$ cat src/rtl/cache_mem_bridge.sv
// cache_mem_bridge: buffered bridge between the cache memory-side port and
// main memory. Requests queue in a small FIFO, issue to memory only while a
// response slot is guaranteed (credits), and responses return in order through
// a second FIFO. All handshake outputs decode registered state only.

module cache_mem_bridge_checker #(
    parameter int CW = 3
) (
    input logic          clk,
    input logic          reset,
    input logic          mem_req_fire,
    input logic          mem_resp_fire,
    input logic [CW-1:0] outstanding
);
    // A memory response with nothing in flight (and no issue on the same edge) breaks the protocol
    a_no_orphan_resp: assert property (@(posedge clk) disable iff (!reset)
        mem_resp_fire |-> ((outstanding != {CW{1'b0}}) || mem_req_fire));
endmodule

module cache_mem_bridge #(
    parameter int REQ_DEPTH  = 2,
    parameter int RESP_DEPTH = 4
) (
    input  logic                              clk,
    input  logic                              reset,
    input  logic                              cache_req_val,
    output logic                              cache_req_rdy,
    input  logic [76:0]                       cache_req_msg,
    output logic                              cache_resp_val,
    input  logic                              cache_resp_rdy,
    output logic [46:0]                       cache_resp_msg,
    output logic                              mem_req_val,
    input  logic                              mem_req_rdy,
    output logic [76:0]                       mem_req_msg,
    input  logic                              mem_resp_val,
    output logic                              mem_resp_rdy,
    input  logic [46:0]                       mem_resp_msg,
    output logic [$clog2(RESP_DEPTH+1)-1:0]   outstanding,
    output logic                              idle
);
    localparam int CW  = $clog2(RESP_DEPTH + 1);
    localparam int SW  = CW + 1;
    localparam int QW  = $clog2(REQ_DEPTH + 1);
    localparam int QPW = (REQ_DEPTH > 1) ? $clog2(REQ_DEPTH) : 1;
    localparam int RPW = (RESP_DEPTH > 1) ? $clog2(RESP_DEPTH) : 1;
    localparam logic [QW-1:0]  REQ_FULL   = QW'(REQ_DEPTH);
    localparam logic [CW-1:0]  RESP_FULL  = CW'(RESP_DEPTH);
    localparam logic [SW-1:0]  CREDIT_MAX = SW'(RESP_DEPTH);
    localparam logic [QPW-1:0] REQ_LAST   = QPW'(REQ_DEPTH - 1);
    localparam logic [RPW-1:0] RESP_LAST  = RPW'(RESP_DEPTH - 1);

    logic [76:0]    req_mem_r [REQ_DEPTH];
    logic [QPW-1:0] req_wr_r;
    logic [QPW-1:0] req_rd_r;
    logic [QW-1:0]  req_count_r;
    logic [46:0]    resp_mem_r [RESP_DEPTH];
    logic [RPW-1:0] resp_wr_r;
    logic [RPW-1:0] resp_rd_r;
    logic [CW-1:0]  resp_count_r;
    logic [CW-1:0]  outstanding_r;
    logic           run_r;

    logic           req_enq_s;
    logic           req_deq_s;
    logic           resp_enq_s;
    logic           resp_deq_s;
    logic [SW-1:0]  credit_sum_s;

    function automatic logic [QPW-1:0] req_ptr_inc(input logic [QPW-1:0] p);
        if (p == REQ_LAST) begin
            req_ptr_inc = {QPW{1'b0}};
        end else begin
            req_ptr_inc = p + QPW'(1'b1);
        end
    endfunction

    function automatic logic [RPW-1:0] resp_ptr_inc(input logic [RPW-1:0] p);
        if (p == RESP_LAST) begin
            resp_ptr_inc = {RPW{1'b0}};
        end else begin
            resp_ptr_inc = p + RPW'(1'b1);
        end
    endfunction

    // Credits: in-flight requests plus buffered responses may never exceed response storage
    assign credit_sum_s   = {1'b0, outstanding_r} + {1'b0, resp_count_r};

    assign cache_req_rdy  = run_r & (req_count_r != REQ_FULL);
    assign mem_req_val    = (req_count_r != {QW{1'b0}}) & (credit_sum_s < CREDIT_MAX);
    assign mem_req_msg    = req_mem_r[req_rd_r];
    assign mem_resp_rdy   = run_r & (resp_count_r != RESP_FULL);
    assign cache_resp_val = (resp_count_r != {CW{1'b0}});
    assign cache_resp_msg = resp_mem_r[resp_rd_r];
    assign outstanding    = outstanding_r;
    assign idle           = (req_count_r == {QW{1'b0}}) & (outstanding_r == {CW{1'b0}})
                          & (resp_count_r == {CW{1'b0}});

    assign req_enq_s  = cache_req_val & cache_req_rdy;
    assign req_deq_s  = mem_req_val & mem_req_rdy;
    assign resp_enq_s = mem_resp_val & mem_resp_rdy;
    assign resp_deq_s = cache_resp_val & cache_resp_rdy;

    // Hold the cache-facing ready low until the first clock after reset release
    always_ff @(posedge clk or negedge reset) begin
        if (!reset) begin
            run_r <= 1'b0;
        end else begin
            run_r <= 1'b1;
        end
    end

    // Request FIFO: enqueue from the cache, dequeue when memory takes the head entry
    always_ff @(posedge clk or negedge reset) begin
        if (!reset) begin
            for (int i = 0; i < REQ_DEPTH; i++) begin
                req_mem_r[i] <= {77{1'b0}};
            end
            req_wr_r    <= {QPW{1'b0}};
            req_rd_r    <= {QPW{1'b0}};
            req_count_r <= {QW{1'b0}};
        end else begin
            if (req_enq_s) begin
                req_mem_r[req_wr_r] <= cache_req_msg;
                req_wr_r            <= req_ptr_inc(req_wr_r);
            end
            if (req_deq_s) begin
                req_rd_r <= req_ptr_inc(req_rd_r);
            end
            case ({req_enq_s, req_deq_s})
                2'b10:   req_count_r <= req_count_r + QW'(1'b1);
                2'b01:   req_count_r <= req_count_r - QW'(1'b1);
                default: req_count_r <= req_count_r;
            endcase
        end
    end

    // Response FIFO and in-flight counter; issue and response on one edge cancel out
    always_ff @(posedge clk or negedge reset) begin
        if (!reset) begin
            for (int i = 0; i < RESP_DEPTH; i++) begin
                resp_mem_r[i] <= {47{1'b0}};
            end
            resp_wr_r     <= {RPW{1'b0}};
            resp_rd_r     <= {RPW{1'b0}};
            resp_count_r  <= {CW{1'b0}};
            outstanding_r <= {CW{1'b0}};
        end else begin
            if (resp_enq_s) begin
                resp_mem_r[resp_wr_r] <= mem_resp_msg;
                resp_wr_r             <= resp_ptr_inc(resp_wr_r);
            end
            if (resp_deq_s) begin
                resp_rd_r <= resp_ptr_inc(resp_rd_r);
            end
            case ({resp_enq_s, resp_deq_s})
                2'b10:   resp_count_r <= resp_count_r + CW'(1'b1);
                2'b01:   resp_count_r <= resp_count_r - CW'(1'b1);
                default: resp_count_r <= resp_count_r;
            endcase
            case ({req_deq_s, resp_enq_s})
                2'b10:   outstanding_r <= outstanding_r + CW'(1'b1);
                2'b01:   outstanding_r <= outstanding_r - CW'(1'b1);
                default: outstanding_r <= outstanding_r;
            endcase
        end
    end

    cache_mem_bridge_checker #(.CW(CW)) u_checker (
        .clk           (clk),
        .reset         (reset),
        .mem_req_fire  (req_deq_s),
        .mem_resp_fire (resp_enq_s),
        .outstanding   (outstanding_r)
    );

endmodule

$ cat config.mk
export PLATFORM = sky130hd
export DESIGN_NAME = cache_mem_bridge
export DESIGN_NICKNAME = d
export VERILOG_FILES = /design/src/rtl/cache_mem_bridge.sv
export SDC_FILE = /design/constraint.sdc
export NUM_CORES = 1
export LEC_CHECK = 0
export ABC_AREA = 1
export CAP_MARGIN = 20
export CORE_MARGIN = 5
export CORE_UTILIZATION = 50
export CTS_BUF_LIST = sky130_fd_sc_hd__clkbuf_4
export CTS_CLUSTER_DIAMETER = 120
export DETAILED_ROUTE_END_ITERATION = 8
export PLACE_DENSITY = 0.78
export SLEW_MARGIN = 20
export SYNTH_ARGS = -nofsm -noshare
export SYNTH_HDL_FRONTEND = slang
export SYNTH_HIERARCHICAL = 1
export SYNTH_SLANG_ARGS = --single-unit
$ cat constraint.sdc
create_clock -name clk -period 1.88 [get_ports clk]
set_input_delay 0.188 -clock clk [delete_from_list [all_inputs] [get_ports clk]]
set_output_delay 0.188 -clock clk [all_outputs]
set_load 0.1 [all_outputs]
==> metrics.md <==
| Metric | Value |
|---|---|
| Status | `finished, violations left` |
| Failing checks | `setup timing` |
| Fmax | `between 400 and 500 MHz` |
| Hold WC Path Type | `input pin to flop` |
| Final net count | `between 2000 and 3000` |
| Worst setup EP type | `output pin` |
| Clock Skew | `0.0620 ns` |
| WS Path Type | `flop to output pin` |
| Register area share after synthesis | `between 50 and 60%` |
| Pin count of the biggest net entering global routing | `140` |
| CTS tree | `yes` |
| Post-Place Cell Area | `between 20000 and 25000 um^2` |
| Gr usage total | `a little under a third` |
| Most frequent cell on the critical path | `buf_12` |
| Netlist Area Pre-Place | `approximately 16000 um^2` |
| Crit-path cells | `buf_12 -> o21ai_0 -> o22ai_4 -> buf_12` |
| Clock transition at path regs | `around 0.070 ns` |
| H-tree Lvls | `3` |
| Pins Over Slew Limit | `0` |
| Number of flops mapped to enable cells by yosys | `0` |
| Mapped Cells | `between 2000 and 2500` |
| Vias | `around 18000` |
| CTS Buffer Depth | `3` |
| Syn avg cell area | `between 8 and 9 um^2` |
| Clk sinks | `around 360` |
| DR iter-0 viols | `2201` |
| Layout cell share with drive strength beyond 1 | `33.2%` |
| DRC viols | `0` |
| Initial Util | `about 51%` |
| Drt first pass iters | `7` |
| Largest stage delay on the critical path | `approximately 0.59 ns` |
| # fillers | `around 1800` |
| Top Ports | `roughly 260` |
| Final setup violation count | `between 100 and 150` |
| Die H | `approximately 190 um` |
| Final setup margin | `-0.544 ns` |
| Core box area | `between 30000 and 40000 um^2` |
| Yosys reg bits | `approximately 360` |
| DR WL/cell | `23.3 um` |
| Synth cell types | `26` |
| Post-synth net total | `around 2200` |
| Gr ovfl total | `0` |
| Startpoint Class | `flop` |
| Antenna violations before repair | `7` |
| Root buf cell | `clkbuf_4` |
| Slew headroom | `~57%` |
| Worst endpoint data arrival time | `2.24 ns` |
| Max-cap violation count | `0` |
| Hold slack | `between 0.04 and 0.05 ns` |
| Final non-filler cell area | `roughly 26000 um^2` |
| Rows | `66` |
| Period Utilization, post-route | `129%` |
| Worst-Margin Slew | `~0.65 ns` |
| GPL Wtd Cong | `about 0.84` |
| Routed wire length | `between 60000 and 70000 um` |
| Min Tclk post-route | `2.42 ns` |
| RSZ-0062 raised after global routing | `true` |
| Width of the chip | `around 190 um` |
| Area Growth Syn to Fin | `60.0%` |
| Final hold vios | `0` |
| First-pass GRT wire length | `a little over 90000 um` |
| Post-layout util | `roughly four fifths` |
| Num CTS Buffers | `91` |
| Number of global-route vias before repair | `17029` |
| CP max stage cell | `dfrtp_4` |
| Async set-or-reset flop fraction in the synthesized netlist | `between 90% and 100%` |
| Worst-skew pair later-pin latency | `0.75 ns` |
| Yosys synthesis warning count | `6` |
| Port bufs | `between 200 and 300` |
| Data required, critical path | `between 1.5 and 2 ns` |
| Die ar. | `~37000 um^2` |
| Crit-path max FO | `29` |
| Synth Flop Type | `dfrtp_1` |
| Detailed placement HPWL | `roughly 32000 um` |
| Drt via density | `about 6` |
| Setup TNS | `-43.65 ns` |
| Post-route ant nets | `0` |
-- worst max-delay path: cells and delay by family (launching register included) --
kind | cells | cell delay [ns]
buffers and inverters | 2 | 0.40
flip-flops | 1 | 0.59
AO/OA/AOI/OAI | 2 | 0.48
-- worst paths after layout --
path	start	end	slack, ns	depth (start not counted)
max in group asynchronous	reset	req_mem_r[79]	1.15	3
setup / recovery	resp_rd_r[0]	cache_resp_msg[36]	-0.54	4
hold reg to reg	resp_mem_r[78]	resp_mem_r[78]	0.48	2
min in group asynchronous	reset	req_count_r[1]	0.18	3
hold / removal	cache_req_msg[39]	req_mem_r[116]	0.05	3
setup reg to reg	outstanding[2]	outstanding[2]	-0.26	13
-- per-layer routing --
layer | global-route usage (%) | wire (um)
met1 | 38.0 | 23600
met5 | 0 | 25
met3 | 7.30 | 6970
met2 | 51.5 | 32500
met4 | 15.0 | 4280
-- kinds of logic (layout without fill, tap and decap cells) --
logic type,Yosys count,after routing,share of synthesized area [%]
compound gates,304,304,9.68
buf+inv,260,671,6.70
fa+ha+maj,12,12,1.00
flops,357,357,54.3
other cells,1,6,0.0228
xor+xnor,6,6,0.320
simple gates,1087,1087,27.9
-- per-stage QoR --
stage	worst slack, ns	instances
after floorplan	-0.207	2027
final	-0.544	2885
after global routing	-0.639	2885
after CTS	-0.470	2842
after detailed placement	-0.140	2640
after global placement	-0.0778	2640
-- state kept, by name, indices dropped and copies added (netlist names) --
| signal | flops |
|---|---|
| resp_mem_r | 188 |
| resp_rd_r | 2 |
| run_r | 1 |
| req_mem_r | 154 |
| req_wr_r | 1 |
| resp_count_r | 3 |
| outstanding | 3 |
| req_count_r | 2 |
| req_rd_r | 1 |
| resp_wr_r | 2 |
-- cells in the final DEF (no fill, tap or decap), types with 2 or more instances in the layout --
master / synthesis / routed
buf_4: 0 / 51
dfrtp_4: 0 / 3
buf_8: 0 / 5
xnor2_1: 4 / 4
clkbuf_4: 0 / 136
buf_16: 0 / 7
inv_8: 0 / 2
ha_2: 0 / 4
nand2_2: 0 / 50
diode_2: 0 / 5
nand3_1: 4 / 2
nand2_4: 0 / 154
nand4_1: 194 / 194
o21ai_0: 177 / 88
nor2_1: 103 / 35
ha_4: 0 / 5
clkbuf_16: 0 / 17
inv_4: 0 / 4
buf_6: 8 / 19
dlygate4sd3_1: 0 / 14
o21ai_4: 0 / 11
clkdlybuf4s50_1: 0 / 127
inv_1: 95 / 87
o22ai_4: 0 / 47
nor2_4: 0 / 20
buf_12: 0 / 182
o21ai_1: 76 / 135
dfrtp_2: 0 / 3
inv_2: 1 / 6
clkinv_1: 1 / 10
nand2_1: 782 / 577
o21ai_2: 0 / 19
fa_2: 0 / 2
nor2_2: 0 / 48
a21oi_4: 1 / 2
dfrtp_1: 357 / 351
nand3_4: 1 / 3
xor2_1: 2 / 2
-- layout make-up --
cell class              count  area [um^2]  share of cell area [%]
flip-flops and latches    357         8950                    34.0
diodes                      5         12.5                  0.0475
repair buffers            424         6380                    24.3
clock buffers             136         1020                    3.88
well taps                 442          553                    2.10
multi-input cells        1410         8940                    34.0
clock inverters            13         50.0                   0.190
inverters                  97          394                    1.50
repair inverters            1         11.3                  0.0428
-- cells in the mapped netlist, types with 4 or more instances --
cell      instances  share of area, %
buf_6             8              0.55
o22ai_1          47               1.8
buf_2            52               1.6
buf_1             9              0.21
nor2_1          103               2.4
xnor2_1           4              0.21
clkbuf_1         94               2.1
nand3_1           4              0.12
dfrtp_1         357                54
inv_1            95               2.2
ha_1             10              0.76
o21ai_1          76               2.3
nand2_1         782                18
nand4_1         194               7.4
o21ai_0         177               5.4
-- repair_timing --
action | 4_1_cts | 5_1_grt
setup buffers | 20 | 28
setup endpoints to repair | 247 | 136
hold buffers | 16 | 0
pin swaps | 33 | 88
resized for setup | 164 | 482
gates cloned | 17 | 22
endpoints found under the hold margin | 374 | 0
Power is left out: the tool's default activity adds up to more than one toggle a clock period on the data nets, which glitch-free logic cannot reach.
